### src/rtl/instr_fetch_unit_if.sv
// Fetch-unit bus bundle: instruction-memory read port plus the valid/ready
// instruction stream toward decode.
//   master (fetch unit): drives mem_rd_addr, instr_valid, instr, instr_addr;
//                        receives mem_rd_data, instr_ready
//   slave  (mem/decode): the mirror image
interface instr_fetch_unit_if #(
  parameter int ADDR_WIDTH = 8,
  parameter int DATA_WIDTH = 32
);
  logic [ADDR_WIDTH-1:0] mem_rd_addr;
  logic [DATA_WIDTH-1:0] mem_rd_data;
  logic                  instr_valid;
  logic                  instr_ready;
  logic [DATA_WIDTH-1:0] instr;
  logic [ADDR_WIDTH-1:0] instr_addr;

  modport master (
    output mem_rd_addr,
    input  mem_rd_data,
    output instr_valid,
    input  instr_ready,
    output instr,
    output instr_addr
  );

  modport slave (
    input  mem_rd_addr,
    output mem_rd_data,
    input  instr_valid,
    output instr_ready,
    input  instr,
    input  instr_addr
  );
endinterface

### src/rtl/instr_fetch_unit.sv
// Instruction fetch unit. After the loader raises prog_rdy and start is pulsed,
// walks addresses 0..n_instructions-1 through a 1-cycle synchronous instruction
// memory and streams each word to decode over valid/ready, buffering up to two
// words against backpressure. redirect jumps the pc and flushes everything older.
// Ports:
//   clk, rst          clock, synchronous active-high reset
//   prog_rdy          program loaded; low forces IDLE and drops all fetch state
//   n_instructions    number of valid words in memory
//   start             pulse: begin fetching at address 0 (IDLE or DONE)
//   redirect(_addr)   pulse: jump to redirect_addr (RUN only)
//   bus               master side of instr_fetch_unit_if (mem read + decode stream)
//   busy, done        state == RUN / state == DONE
module instr_fetch_unit #(
  parameter int ADDR_WIDTH = 8,
  parameter int DATA_WIDTH = 32,
  parameter int BYTE_WIDTH = 8
) (
  input  logic                  clk,
  input  logic                  rst,
  input  logic                  prog_rdy,
  input  logic [BYTE_WIDTH-1:0] n_instructions,
  input  logic                  start,
  input  logic                  redirect,
  input  logic [ADDR_WIDTH-1:0] redirect_addr,
  instr_fetch_unit_if.master    bus,
  output logic                  busy,
  output logic                  done
);

  // Compare width wide enough for both the extended pc and the count.
  localparam int CW = (BYTE_WIDTH > ADDR_WIDTH + 1) ? BYTE_WIDTH : ADDR_WIDTH + 1;

  typedef enum logic [1:0] {IDLE, RUN, DONE} state_t;

  typedef struct packed {
    logic [ADDR_WIDTH-1:0] addr;
    logic [DATA_WIDTH-1:0] data;
  } entry_t;

  state_t                state;
  logic [ADDR_WIDTH:0]   pc;        // extra MSB marks "ran past the top of memory"
  entry_t [1:0]          fifo;      // fifo[0] is the head
  logic [1:0]            count;
  logic                  inflight;  // a read issued last cycle returns data now
  logic [ADDR_WIDTH-1:0] if_addr;
  logic                  if_epoch;
  logic                  epoch;

  logic [CW-1:0] pc_ext, n_ext;
  logic          pc_in_range;
  logic          running;
  logic          pop;
  logic          push;
  logic          issue;
  logic [1:0]    used;
  entry_t        new_entry;

  assign pc_ext = CW'(pc);
  assign n_ext  = CW'(n_instructions);
  // Once pc reaches 2^ADDR_WIDTH the fetch stops even if the count is larger,
  // so the address never wraps back to 0.
  assign pc_in_range = !pc[ADDR_WIDTH] && (pc_ext < n_ext);

  assign running = (state == RUN) && prog_rdy;
  assign pop     = (count != 2'd0) && bus.instr_ready;

  // Slots spoken for after this edge. A pop frees its slot on the same edge
  // the new read issues, which is what keeps one word per cycle flowing with
  // ready held high while still never overfilling the two entries.
  assign used  = count + {1'b0, inflight} - {1'b0, pop};
  assign issue = running && !redirect && pc_in_range && (used < 2'd2);

  // Returning word is kept only if no redirect happened since it was issued.
  assign push      = running && !redirect && inflight && (if_epoch == epoch);
  assign new_entry = '{addr: if_addr, data: bus.mem_rd_data};

  always_ff @(posedge clk) begin
    if (rst) begin
      state    <= IDLE;
      pc       <= '0;
      fifo     <= '0;
      count    <= '0;
      inflight <= 1'b0;
      if_addr  <= '0;
      if_epoch <= 1'b0;
      epoch    <= 1'b0;
    end else if (!prog_rdy) begin
      // New program being loaded: abandon everything.
      state    <= IDLE;
      pc       <= '0;
      count    <= '0;
      inflight <= 1'b0;
    end else begin
      inflight <= issue;
      if (issue) begin
        if_addr  <= pc[ADDR_WIDTH-1:0];
        if_epoch <= epoch;
        pc       <= pc + 1'b1;
      end

      if (state == RUN && redirect) begin
        count <= '0;
      end else begin
        unique case ({push, pop})
          2'b10: begin
            if (count == 2'd0) fifo[0] <= new_entry;
            else               fifo[1] <= new_entry;
            count <= count + 2'd1;
          end
          2'b01: begin
            fifo[0] <= fifo[1];
            count   <= count - 2'd1;
          end
          2'b11: begin
            if (count == 2'd1) begin
              fifo[0] <= new_entry;
            end else begin
              fifo[0] <= fifo[1];
              fifo[1] <= new_entry;
            end
          end
          default: ;
        endcase
      end

      unique case (state)
        IDLE: if (start) begin
          state <= RUN;
          pc    <= '0;
        end
        RUN: begin
          if (redirect) begin
            epoch <= ~epoch;
            pc    <= {1'b0, redirect_addr};
          end else if (!pc_in_range && count == 2'd0 && !inflight) begin
            state <= DONE;
          end
        end
        DONE: if (start) begin
          state <= RUN;
          pc    <= '0;
        end
        default: state <= IDLE;
      endcase
    end
  end

  assign bus.mem_rd_addr = pc[ADDR_WIDTH-1:0];
  assign bus.instr_valid = (count != 2'd0);
  assign bus.instr       = fifo[0].data;
  assign bus.instr_addr  = fifo[0].addr;
  assign busy            = (state == RUN);
  assign done            = (state == DONE);

endmodule
### src/flat_wrapper.sv
// flat-port wrapper written by rule: the top's interface ports become plain ports
module instr_fetch_unit_flat 
#(
  parameter int ADDR_WIDTH = 8,
  parameter int DATA_WIDTH = 32,
  parameter int BYTE_WIDTH = 8
)
  (clk, rst, prog_rdy, n_instructions, start, redirect, redirect_addr, busy, done, bus_mem_rd_addr, bus_mem_rd_data, bus_instr_valid, bus_instr_ready, bus_instr, bus_instr_addr);
  instr_fetch_unit_if #(.ADDR_WIDTH(ADDR_WIDTH), .DATA_WIDTH(DATA_WIDTH)) bus_i ();
  input  logic clk;
  input  logic rst;
  input  logic prog_rdy;
  input  logic [BYTE_WIDTH-1:0] n_instructions;
  input  logic start;
  input  logic redirect;
  input  logic [ADDR_WIDTH-1:0] redirect_addr;
  output logic busy;
  output logic done;
  output wire logic [$bits(bus_i.mem_rd_addr)-1:0] bus_mem_rd_addr;
  input wire logic [$bits(bus_i.mem_rd_data)-1:0] bus_mem_rd_data;
  output wire logic [$bits(bus_i.instr_valid)-1:0] bus_instr_valid;
  input wire logic [$bits(bus_i.instr_ready)-1:0] bus_instr_ready;
  output wire logic [$bits(bus_i.instr)-1:0] bus_instr;
  output wire logic [$bits(bus_i.instr_addr)-1:0] bus_instr_addr;
  assign bus_mem_rd_addr = bus_i.mem_rd_addr;
  assign bus_i.mem_rd_data = bus_mem_rd_data;
  assign bus_instr_valid = bus_i.instr_valid;
  assign bus_i.instr_ready = bus_instr_ready;
  assign bus_instr = bus_i.instr;
  assign bus_instr_addr = bus_i.instr_addr;
  instr_fetch_unit #(.ADDR_WIDTH(ADDR_WIDTH), .DATA_WIDTH(DATA_WIDTH), .BYTE_WIDTH(BYTE_WIDTH)) u_core (.clk(clk), .rst(rst), .prog_rdy(prog_rdy), .n_instructions(n_instructions), .start(start), .redirect(redirect), .redirect_addr(redirect_addr), .bus(bus_i), .busy(busy), .done(done));
endmodule
### config.mk
export PLATFORM = sky130hd
export DESIGN_NAME = instr_fetch_unit_flat
export DESIGN_NICKNAME = d
export VERILOG_FILES = /design/src/rtl/instr_fetch_unit_if.sv /design/src/rtl/instr_fetch_unit.sv /design/src/flat_wrapper.sv
export SDC_FILE = /design/constraint.sdc
export NUM_CORES = 1
export LEC_CHECK = 0
export ABC_AREA = 1
export CELL_PAD_IN_SITES_DETAIL_PLACEMENT = 0
export CELL_PAD_IN_SITES_GLOBAL_PLACEMENT = 2
export CORE_UTILIZATION = 29
export DETAILED_ROUTE_END_ITERATION = 6
export PLACE_DENSITY = 0.88
export RECOVER_POWER = 50
export SLEW_MARGIN = 30
export SYNTH_ARGS = -nofsm -noshare
export SYNTH_HDL_FRONTEND = slang
export SYNTH_SLANG_ARGS = --single-unit
### constraint.sdc
create_clock -name clk -period 3.2 [get_ports clk]
set_clock_uncertainty 0.2 [all_clocks]
set_input_delay 0.64 -clock clk [delete_from_list [all_inputs] [get_ports clk]]
set_output_delay 0.64 -clock clk [all_outputs]
set_load 0.01 [all_outputs]
== Word level (Yosys, flattened, before mapping) ==
Index checks and enable logic that the tools add are counted.

* Add/sub/neg operators: 5
* $lt $le $gt $ge: 2
* Eq/ne operators: 13
* Multiplexer cells: 15
* Bitwise gates (word level): 3
* Reduce and logical (&&, ||, !) cells: 29

{| class="wikitable"
|+ Operators by type and width
! cell !! count
|-
| $mux W40 || 4
|-
| $pmux W40 S3 || 1
|-
| $pmux W40 S2 || 1
|-
| $mux W9 || 3
|-
| $pmux W9 S2 || 1
|-
| $logic_and A1 B1 Y1 || 11
|-
| $add A9 B1 Y9 const B || 1
|-
| $lt A9 B8 Y1 || 1
|-
| $pmux W2 S2 || 2
|-
| $eq A2 B1 Y1 const B || 3
|-
| $eq A2 B2 Y1 const B || 3
|-
| $mux W2 || 3
|-
| $ne A2 B1 Y1 const B || 3
|-
| $ne A2 B2 Y1 const B || 3
|-
| $reduce_and A3 Y1 || 2
|-
| $reduce_bool A2 Y1 || 3
|-
| $reduce_and A5 Y1 || 1
|-
| $logic_not A1 Y1 || 4
|-
| $logic_not A2 Y1 || 2
|-
| $reduce_and A4 Y1 || 1
|-
| $reduce_or A2 Y1 || 2
|-
| $not A1 Y1 || 3
|-
| $reduce_bool A3 Y1 || 1
|-
| $reduce_or A3 Y1 || 1
|-
| other kinds (7) || 7
|}

* Register bits: 104
* Output and inout bits: 51
* Word-level logic and storage cells: 78

== Logic depth before layout (Yosys ltp) ==
Gate-level depths: netlist (run 1).

* Word-level depth: 8
* Mapped depth: 20
* Gate-level depth less buffers: 18

== Worst setup path before layout (run 1) ==
No wires, ideal clock.

* Path kind: input -> register
* From: input bus_instr_ready
* To: register u_core.pc[1]
* Library setup time: 0.120 ns
* Arrival: 2.528 ns
* Setup slack: 0.352 ns
* Stages: 15
* Path buffers: 3
* Cells stage by stage: nand2_1 > buf_2 > clkbuf_1 > inv_1 > ha_1 > inv_1 > nand2_1 > nand3_1 > nand2_1 > nor2_2 > nand3_2 > buf_6 > or2_0 > o211ai_1 > nand2_1

* Word-level cells in the longest chain between the ends: 7

{| class="wikitable"
|+ Ends and longest elaborated chain
! element !! line !! RTL
|-
| start: declaration || flat_wrapper.sv:22 || <nowiki>input wire logic [$bits(bus_i.instr_ready)-1:0] bus_instr_ready;</nowiki>
|-
| $logic_and A1 B1 Y1 * || instr_fetch_unit.sv:65 || <nowiki>assign pop = (count != 2'd0) && bus.instr_ready;</nowiki>
|-
| $sub A2 B1 Y2 * || instr_fetch_unit.sv:70 || <nowiki>assign used = count + {1'b0, inflight} - {1'b0, pop};</nowiki>
|-
| $lt A2 B2 Y1 * || instr_fetch_unit.sv:71 || <nowiki>assign issue = running && !redirect && pc_in_range && (used < 2'd2);</nowiki>
|-
| $logic_and A1 B1 Y1 * || instr_fetch_unit.sv:71 ||
|-
| $mux W9 * || instr_fetch_unit.sv:95 || <nowiki>if (issue) begin</nowiki>
|-
| $mux W9, on equally long branches || instr_fetch_unit.sv:127, instr_fetch_unit.sv:139, instr_fetch_unit.sv:132 ||
|-
| $pmux W9 S2 * || instr_fetch_unit.sv:126 || <nowiki>unique case (state)</nowiki>
|-
| end signal: assignment || instr_fetch_unit.sv:98 || <nowiki>pc <= pc + 1'b1;</nowiki>
|-
| end signal: assignment || instr_fetch_unit.sv:134 || <nowiki>pc <= {1'b0, redirect_addr};</nowiki>
|-
| end: declaration || instr_fetch_unit.sv:41 || <nowiki>logic [ADDR_WIDTH:0] pc; // extra MSB marks "ran past the top of memory"</nowiki>
|}

Every way passes the cells marked *; elsewhere a longest branch is shown, timed or not.
A chain may end at the register's enable or synchronous reset.

== Worst setup path in the final report (run 1) ==
* From: input bus_instr_ready
* To: register u_core.fifo[43] in the netlist's numbering

* Word-level cells in the longest chain between the ends: 4

{| class="wikitable"
|+ Ends and longest elaborated chain
! element !! line !! RTL
|-
| $logic_and A1 B1 Y1 * || instr_fetch_unit.sv:65 ||
|-
| $eq A2 B2 Y1 || instr_fetch_unit.sv:104 || <nowiki>unique case ({push, pop})</nowiki>
|-
| $ne A2 B2 Y1 (no source line) / $reduce_bool A2 Y1 (equally long branches) || n/a ||
|-
| $reduce_and A5 Y1 (no source line) || n/a ||
|-
| end: declaration || instr_fetch_unit.sv:42 || <nowiki>entry_t [1:0] fifo;</nowiki>
|}

Marks and branches as above.

==> metrics.md, run 1 <==
| Metric | Value |
|---|---|
| Outcome | `completed` |
| Post_cts resized | `0` |
| CTS tree | `yes` |
| Fmax | `about 0.35 GHz` |
| Initial Util | `0.300` |
| Top FF cell, synth | `dfxtp_1` |
| Htree depth | `3` |
| Register bit total from synthesis | `roughly 100` |
| Layout Cell Area excl Fill | `about 6400 µm²` |
| Post-synth EDFFs | `0` |
| Worst Tran Pin Value | `roughly 1.5 ns` |
| CP Class | `input port to register` |
| Hold endpoint | `u_core.fifo[44]` |
| FP Rows | `48` |
| Worst r2r path cells | `11` |
| Flop pwr share | `0.524` |
| RSZ-0062 raised after global routing | `false` |
| Die area | `between 15,000 and 20,000 µm²` |
| Seq/Total Area, Yosys | `0.395` |
| Final number of hold-violating endpoints | `0` |
| Final setup viols | `0` |
| # IOs | `between 100 and 150` |
| Vias in the first global route | `roughly 4,000` |
| Avg Inst Size Synth | `a little over 7 µm²` |
| Clock power frac | `0.403` |
| Clock Latency Late Sink | `~0.34 ns` |
| P_int | `1950 µW` |
| Sw frac | `0.216` |
| Worst hold start | `u_core.fifo[44]` |
| Worst hold path depth | `2` |
| RR Startpoint | `u_core.count[0]` |
| DR pass1 iterations | `4` |
| Fin. max-slew vios | `0` |
| Antenna Cells | `0` |
| Core Box Area | `17,500 µm²` |
| Via count | `4,480` |
| Cell taking the most area after synthesis | `dfxtp_1` |
| LEAKAGE | `about 0.0026 µW` |
| Finished Core Util | `0.367` |
| Setup TNS | `0 ns` |
| # clock sinks | `~100` |
| Total of warnings raised by yosys | `0` |
| Net Count, Synth | `798` |
| Fin nets | `around 840` |
| CTS Hold Bufs | `0` |
| Clock-pin slew on the worst setup and hold paths | `about 0.060 ns` |
| Final WL | `between 10,000 and 15,000 µm` |
| Grt ovf | `0` |
| Root Driver | `clkbuf_16` |
| Combinational share of power | `0.073` |
| P_sw | `roughly 540 µW` |
| Req. time, crit path | `between 3 and 4 ns` |
| Dpl cell area | `just over 6000 µm²` |
| Peak supply drop | `slightly above 0.0002 V` |
| Port bufs | `approximately 100` |
| R2R Setup Slk | `a little over 0.4 ns` |
| Setup Fix Bufs, Post-CTS | `0` |
| Via density | `4.50` |
| Hold_ws | `0.252 ns` |
| P per Cell Area | `387 nW/µm²` |
| Pin count of the biggest net entering global routing | `91` |
| Hold WC Path Type | `register to register` |
| HPWL after detailed placement | `8380 µm` |
| Reg-to-Reg End | `u_core.fifo[43]` |
| Layout cells sized above 1 | `0.0532` |
| Crit end category | `register` |
| Inserted Clock Buffers | `9` |
| Top cells by area, synth | `dfxtp_1 (40%), o21ai_0 (11%), buf_4 (7.4%)` |
| # DRC | `0` |
| Mapped Area | `5270 µm²` |
| Worst Path Arrival | `just under 3 ns` |
| Synth unique cells | `30` |
| Die W | `137 µm` |
| Crit share post-route | `0.897` |
| Clock tree buffer depth | `2` |
| Synthesis-to-finish area growth | `22.2%` |
| Startpoint Class | `input port` |
| Post-DRT Antenna Nets | `0` |
| Initial antenna violation count | `0` |
| Die boundary height | `137 µm` |
| Wire per inst | `12.3 µm` |
| Power, Total | `between 2000 and 2500 µW` |
| Async set-reset flop share out of synthesis | `0` |
| Top-area cell type share of the netlist area | `0.395` |
| Slew margin rel. | `0.0200` |
| Post-Synthesis Cells | `730` |
| First-pass GRT wire length | `20,200 µm` |
| Tot GR Track Use | `0.137` |
| Max-Cap Viols | `0` |
| Gpl congestion | `between 0.7 and 0.8` |
| Minimum clock period | `approximately 2.9 ns` |
| Critical Path Fanout Max | `80` |
| Iter 0 DRT Violations | `slightly below 300` |
cell type report:
| class | instances | area, µm² |
|---|---|---|
| sequential | 104 | 2080 |
| timing repair buffer | 117 | 1150 |
| inverter | 90 | 338 |
| multi-input combinational | 446 | 2320 |
| tap | 225 | 282 |
| fill | 1898 | 11100 |
| clock inverter | 1 | 5.00 |
| clock buffer | 12 | 256 |
worst max-delay path by stage:
stage / start / endpoint / slack (ns) / cells past startpoint
after floorplan: bus_instr_ready / u_core.pc[1] / 0.35 / 15
after global placement: bus_instr_ready / u_core.pc[2] / 0.06 / 15
after detailed placement: bus_instr_ready / u_core.pc[3] / 0.04 / 14
after CTS: u_core.count[0] / u_core.pc[3] / 0.39 / 16
after global routing: prog_rdy / u_core.bus.instr_addr[0] / 0.1 / 12
final: bus_instr_ready / u_core.fifo[43] / 0.33 / 9
stage by stage:
stage,setup WS (ns),instances
finish,0.331,995
global route,0.0975,995
CTS,0.393,995
detailed placement,0.0372,982
global placement,0.0576,982
floorplan,0.352,730
layout by cell type, fill, tap and decap left out:
master	count
o21ai_0	117
dfxtp_1	104
nor2_1	101
inv_1	84
nand2_1	66
a21oi_1	56
clkdlybuf4s50_1	52
dlygate4sd3_1	52
o31ai_1	33
nand3_1	14
ha_1	14
o21ai_1	11
clkbuf_16	9
buf_4	8
o32ai_1	7
inv_2	6
nor2_2	5
xor2_1	4
clkbuf_1	3
or2_0	2
nand4_1	2
nand2_2	2
nor3_1	2
or2_2	2
o211ai_1	2
clkbuf_8	2
buf_12	2
nand3_2	1
o2111ai_4	1
a21boi_1	1
a21oi_4	1
a31oi_1	1
o21a_1	1
clkinv_2	1
clkbuf_2	1
worst max-delay path, stage by stage:
cell and delay, ns:
clkdlybuf4s50_1 0.42, nand2_2 0.08, buf_4 0.56, ha_1 0.34, nand2_1 0.11, o2111ai_4 0.12, buf_12 0.31, o21ai_0 0.13
a21oi_1 0.19
cells in the mapped netlist (all sizes together), types with 7 or more instances:
cell type	instances
dfxtp	104
a21oi	57
nand3	15
o21ai	128
clkbuf	30
o32ai	7
buf	60
nand2	68
o31ai	33
ha	14
nor2	106
inv	90
power groups by stage:
stage	Sequential, µW	Clock [µW]	Combinational [µW]
6_report	1300	1000	181
5_1_grt	1300	1100	204
4_1_cts	1300	1050	185
3_5_place_dp	1330	0	183
3_3_place_gp	1330	0	185
2_1_floorplan	1330	0	85.9
kinds of logic (layout without fill, tap and decap cells):
logic type / after synthesis / after routing / synth area share
compound gates: 231 / 231 / 0.244
xor+xnor: 4 / 4 / 0.00665
fa+ha+maj: 14 / 14 / 0.0333
buf+inv: 180 / 220 / 0.169
flops: 104 / 104 / 0.395
simple gates: 197 / 197 / 0.151
metal layers:
metal,part of all wire,track usage
met2,0.45,0.213
met5,0,0
met1,0.49,0.187
met3,0.043,0.0181
met4,0.016,0.0630
sequential cells by signal, summed over array words and instances, names as in the netlist:
register / flops
u_core.fifo: 40
u_core.bus.instr: 32
u_core.pc: 9
u_core.bus.instr_addr: 8
u_core.if_addr: 8
u_core.count: 2
u_core.state: 2
u_core.epoch: 1
u_core.if_epoch: 1
u_core.inflight: 1
Note: power is estimated with default switching activity, not from simulation.
==> inputs of run 2 (changes only) <==
--- a/config.mk
+++ b/config.mk
@@ -9,6 +9,7 @@
 export CELL_PAD_IN_SITES_DETAIL_PLACEMENT = 0
 export CELL_PAD_IN_SITES_GLOBAL_PLACEMENT = 2
 export CORE_UTILIZATION = 29
+export CTS_CLUSTER_SIZE = 30
 export DETAILED_ROUTE_END_ITERATION = 6
 export PLACE_DENSITY = 0.88
 export RECOVER_POWER = 50
==> results of run 2 <==
Final layout, timing and power as in run 1 (identical DEF).
==> variant 1 (config.mk and constraints of run 2) <==
`DATA_WIDTH` is set to 32 in 3 places; all go to 28.
--- a/src/rtl/instr_fetch_unit_if.sv
+++ b/src/rtl/instr_fetch_unit_if.sv
@@ -7,3 +7,3 @@
   parameter int ADDR_WIDTH = 8,
-  parameter int DATA_WIDTH = 32
+  parameter int DATA_WIDTH = 28
 );
--- a/src/rtl/instr_fetch_unit.sv
+++ b/src/rtl/instr_fetch_unit.sv
@@ -14,3 +14,3 @@
   parameter int ADDR_WIDTH = 8,
-  parameter int DATA_WIDTH = 32,
+  parameter int DATA_WIDTH = 28,
   parameter int BYTE_WIDTH = 8
--- a/src/flat_wrapper.sv
+++ b/src/flat_wrapper.sv
@@ -4,3 +4,3 @@
   parameter int ADDR_WIDTH = 8,
-  parameter int DATA_WIDTH = 32,
+  parameter int DATA_WIDTH = 28,
   parameter int BYTE_WIDTH = 8
Interface: changed (resized bus_instr and bus_mem_rd_data); port bits go from 105 to 97. No check against the original RTL was run, so the function may have changed too.
==> variant 1 against run 2 <==
- global-route usage up 1.1 points
- via count up 0.56%
- largest cell class unchanged
- core utilization up 0.46 points
- cell area down 4.6%
- sequential cell count down 8
- synthesized area down 6.8%
- worst setup slack better by 46 ps
- routed wire length up 2.7%
- sequential share of layout area down 1.1 points
- die area down 6.7%
- combinational power down 8%
- power down 1.8%
==> variant 1: results (changes against run 2) <==
* Routed WL at 12.6 mm (+2.7%)
* Filler instances at 1727 (-9.0%)
* Vias at 4505 (+0.56%)
* Top cells by area, synth: dfxtp_1, a21oi_1, o21ai_0, nand2_1, buf_4
* Synth warn at 0 (unchanged)
* CP arrival at 2890 ps (-50 ps)
* P_leak at 2.40 nW (-6.7%)
* Crit-path max FO at 8 (-90%)
* 1st-iter DRT viols at 224 (-23%)
* CTS Buf Count at 9 (unchanged)
* Post-CTS setup buffer count at 0 (unchanged)
* Net Count, Synth at 743 (-6.9%)
* Worst vdd ir at 0.000253 V (+23%)
* Post-Place Cell Area at 5860 sq um (-5.4%)
* Layout cells sized above 1 at 6.04% (+0.72 points)
* ANT cells at 0 (unchanged)
* Largest area contributor in the netlist: dfxtp_1
* Clock tree buffer depth at 2 (unchanged)
* Max_slew headroom at 24.6% (+23 points)
* CTS resizes at 0 (unchanged)
* Most common cell in the netlist: dfxtp_1
* Status: complete, no violations
* Largest net degree at the start of global routing at 63 (-31%)
* Largest register FFs at 36 (-10%)
* RePlAce Congestion at 0.800 (+4.9%)
* HPWL after DPL at 9.09 mm (+8.4%)
* H-tree depth at 3 (unchanged)
* Reg clk slew, reported paths at 60 ps (about the same)
* Biggest register: u_core.fifo
* Nets at 787 (-5.9%)
* GR Util All Layers at 14.8% (+1.1 points)
* Vias in the first global route at 4296 (+6.4%)
* Cell variety after synth at 28 (-6.7%)
* First-pass GRT wire length at 20.9 mm (+3.5%)
* IO buf count at 96 (-7.7%)
* Root Driver: clkbuf_16
* Commonest cells post-synth: dfxtp_1, nand2_1, a21oi_1, o21ai_0, inv_1
* Seq/Total Area, Yosys at 39.2% (-0.36 points)
[variant 1: cell count changes in the layout (fill, tap and decap cells not counted), moves of 5 or more]
cell,delta
a21oi_1,+29
buf_4,+6
clkdlybuf4s50_1,-5
dfxtp_1,-8
inv_1,-5
nand2_1,+27
nand3_1,+38
nor2_1,-71
o21ai_0,-31
o21ai_1,-10
o32ai_1,-5
[variant 1: routing by layer]
metal | track usage [%] | part of all wire [%] | vias up
met5 | 0 | 0 | -
met3 | 2.50 | 4.3 | 19
met4 | 6.85 | 2.2 | 0
met2 | 24.7 | 46 | 117
met1 | 18.7 | 48 | 2062
li1 | - | - | 2307
[variant 1: power breakdown]
part           internal (mW)  total (mW)  switching [mW]
Combinational         0.0840       0.167          0.0831
Sequential              1.20        1.20         0.00416
Clock                  0.612        1.07           0.462
Total                   1.89        2.44           0.549
[variant 1: worst max-delay path, cell delays in order]
cell and delay [ps]:
clkdlybuf4s50_1 490, nor2_4 180, nand2_1 120, nor3_2 240, ha_1 300, nand2_1 80, inv_1 130, a21oi_1 70
nand2_2 100, clkbuf_1 270, o21ai_0 120, a21oi_1 170
[variant 1: cell families (layout without fill, tap and decap cells)]
logic type | count (synthesis) | in the layout | share of synthesized area [%]
flops | 96 | 96 | 39.2
fa+ha+maj | 14 | 14 | 3.57
simple gates | 193 | 193 | 17.1
compound gates | 209 | 209 | 23.4
buf+inv | 164 | 213 | 16.2
xor+xnor | 3 | 3 | 0.536
[variant 1: final timing paths]
kind | startpoint | cells past startpoint | slack [ps] | end
max | redirect | 12 | 380 | u_core.fifo[36]
min | u_core.fifo[70] | 2 | 250 | u_core.fifo[70]
max reg2reg | u_core.count[0] | 16 | 520 | u_core.if_addr[4]
min reg2reg | u_core.fifo[70] | 2 | 250 | u_core.fifo[70]
[variant 1: layout make-up]
| cell class | count | area, sq um | share of cell area, % |
|---|---|---|---|
| well taps | 220 | 275 | 4.48 |
| clock buffers | 12 | 236 | 3.85 |
| flip-flops and latches | 96 | 1920 | 31.3 |
| clock inverters | 4 | 52.6 | 0.856 |
| repair buffers | 116 | 1150 | 18.7 |
| inverters | 81 | 304 | 4.95 |
| multi-input cells | 419 | 2200 | 35.8 |
[variant 1: stage by stage]
step	total power, mW	util (%)	setup WS (ps)	instances
after floorplan	1.30	-	156	679
after global placement	1.40	35.5	185	932
after detailed placement	1.40	35.5	57.7	932
after CTS	2.48	37.2	412	948
after global routing	2.54	37.1	112	948
final	2.44	37.1	377	948
==> variant 2 (flow settings as in run 2) <==
Without the edit above. Re-encode `state_t` (3 states) as one-hot, 3 bits wide.
--- a/src/rtl/instr_fetch_unit.sv
+++ b/src/rtl/instr_fetch_unit.sv
@@ -32,3 +32,3 @@
 
-  typedef enum logic [1:0] {IDLE, RUN, DONE} state_t;
+  typedef enum logic [2:0] {IDLE = 3'b001, RUN = 3'b010, DONE = 3'b100} state_t;
 
Function: same outputs for any inputs over 4 cycles, from zero or initial values and one cycle with rst high; so few cycles prove little.
==> variant 2 against run 2 <==
- sequential share of layout area shrank 0.31 points
- sequential cell count grew 1
- hold slack lost 1.7 ps
- routed wire length grew 17%
- cell area grew 1.9%
- synthesized area grew 5.3%
- die area grew 5.2%
- critical path depth grew 2
- cell count grew 0.20%
- power grew 5.3%
- worst setup slack lost 48 ps
- clock power grew 14%
- largest power group unchanged
==> variant 2: results (changes against run 2) <==
* Nets at 826 (-1.2%)
* Biggest register: u_core.fifo
* Min-delay worst type: register to register
* Status: complete, no violations
* Crit-path max FO at 80 (unchanged)
* GR Util All Layers at 15.0% (+1.2 points)
* Routed WL at 14.3 mm (+17%)
* Top cells by area, synth: dfxtp_1, a21oi_1, o21ai_0, buf_4, nand2_1
* RePlAce Congestion at 0.779 (+2.3%)
* Final period utilization at 91.1% (+1.5 points)
* 1st-iter DRT viols at 229 (-21%)
* Clock tree buffer depth at 2 (unchanged)
* Largest net degree at the start of global routing at 82 (-9.9%)
* Net Count, Synth at 798 (unchanged)
* CP arrival at 2990 ps (+50 ps)
* Root Driver: clkbuf_16
* Vias in the first global route at 4526 (+12%)
* Slew at the pin with the worst max-slew slack at 770 ps (-700 ps)
* HPWL after DPL at 9.28 mm (+11%)
* Post-CTS setup buffer count at 0 (unchanged)
* Worst vdd ir at 0.000226 V (+9.8%)
* CTS resizes at 0 (unchanged)
* Seq/Total Area, Yosys at 37.9% (-1.6 points)
* Layout cells sized above 1 at 6.03% (+0.70 points)
* P_leak at 2.43 nW (-5.5%)
* Commonest cells post-synth: dfxtp_1, a21oi_1, o21ai_0
* Synth warn at 0 (unchanged)
* First-pass GRT wire length at 23.2 mm (+15%)
* Vias at 4818 (+7.5%)
* H-tree depth at 3 (unchanged)
* Most common cell in the netlist: dfxtp_1
* Largest register FFs at 40 (unchanged)
* Fraction of registers with async set/reset at 0% (unchanged)
* Filler instances at 2009 (+5.8%)
* Post-Place Cell Area at 6290 sq um (+1.5%)
* CTS Buf Count at 9 (unchanged)
* Drt pass-1 iters at 5 (+1)
* Cell variety after synth at 32 (+6.7%)
[variant 2: cell count changes after synthesis, sizes merged, moves of 7 or more]
cell and delta:
buf +9, clkbuf -9, o32ai -7, inv -8, nand3 +45, a21oi +47, nand2 +22, o31ai +7
o21ai -30, nor2 -89
[variant 2: final timing paths]
| path | start | end | slack [ps] | cells past startpoint |
|---|---|---|---|---|
| setup reg to reg | u_core.count[0] | u_core.pc[5] | 390 | 17 |
| hold / removal | u_core.fifo[51] | u_core.fifo[51] | 250 | 2 |
| hold reg to reg | u_core.fifo[51] | u_core.fifo[51] | 250 | 2 |
| setup / recovery | prog_rdy | u_core.fifo[52] | 280 | 11 |
[variant 2: metal layers]
metal | global-route usage (%) | vias up | wire length, um
met5 | 0 | - | 0
met4 | 4.11 | 0 | 103
met3 | 3.38 | 5 | 697
met2 | 25.2 | 109 | 6840
met1 | 19.1 | 2239 | 6670
li1 | - | 2465 | -
[variant 2: critical path, cell delays in order]
cell and delay [ps]:
dlygate4sd3_1 600, nand3_1 140, clkinvlp_2 180, nand4_4 130
inv_1 70, ha_1 230, mux2_2 280, nand3_1 120
buf_12 290, o21ai_0 140, a21oi_1 140
[variant 2: final cells by class]
class                   instances  area, sq um  share of cell area [%]
well taps                     234          293                    4.46
flip-flops and latches        105         2100                    32.1
clock buffers                   9          225                    3.43
multi-input cells             443         2390                    36.5
repair buffers                116         1160                    17.6
clock inverters                 7         75.1                    1.14
inverters                      83          313                    4.77
[variant 2: where the power goes]
| group | internal [mW] | total, mW | switching [mW] |
|---|---|---|---|
| clock | 0.615 | 1.14 | 0.521 |
| combinational | 0.0847 | 0.175 | 0.0901 |
| sequential | 1.31 | 1.31 | 0.00200 |
[variant 2: per-stage QoR]
step           power [mW]  instances  worst slack (ps)  hold WS (ps)
3_5_place_dp         1.52        981              99.4           243
4_1_cts              2.67        997               466           253
3_3_place_gp         1.52        981               106           239
6_report             2.62        997               283           251
2_1_floorplan        1.43        730               387           229
5_1_grt              2.73        997              90.0           267
[variant 2: cell families (layout without fill, tap and decap cells)]
| kind of cell | after synthesis | after routing | share of synthesized area, % |
|---|---|---|---|
| XOR/XNOR | 3 | 3 | 0.474 |
| buffers and inverters | 182 | 215 | 19.0 |
| multiplexers | 1 | 1 | 0.203 |
| AND/OR/NAND/NOR | 182 | 182 | 15.0 |
| flip-flops | 105 | 105 | 37.9 |
| adder cells (fa/ha/maj) | 14 | 14 | 3.16 |
| AO/OA/AOI/OAI | 243 | 243 | 24.2 |
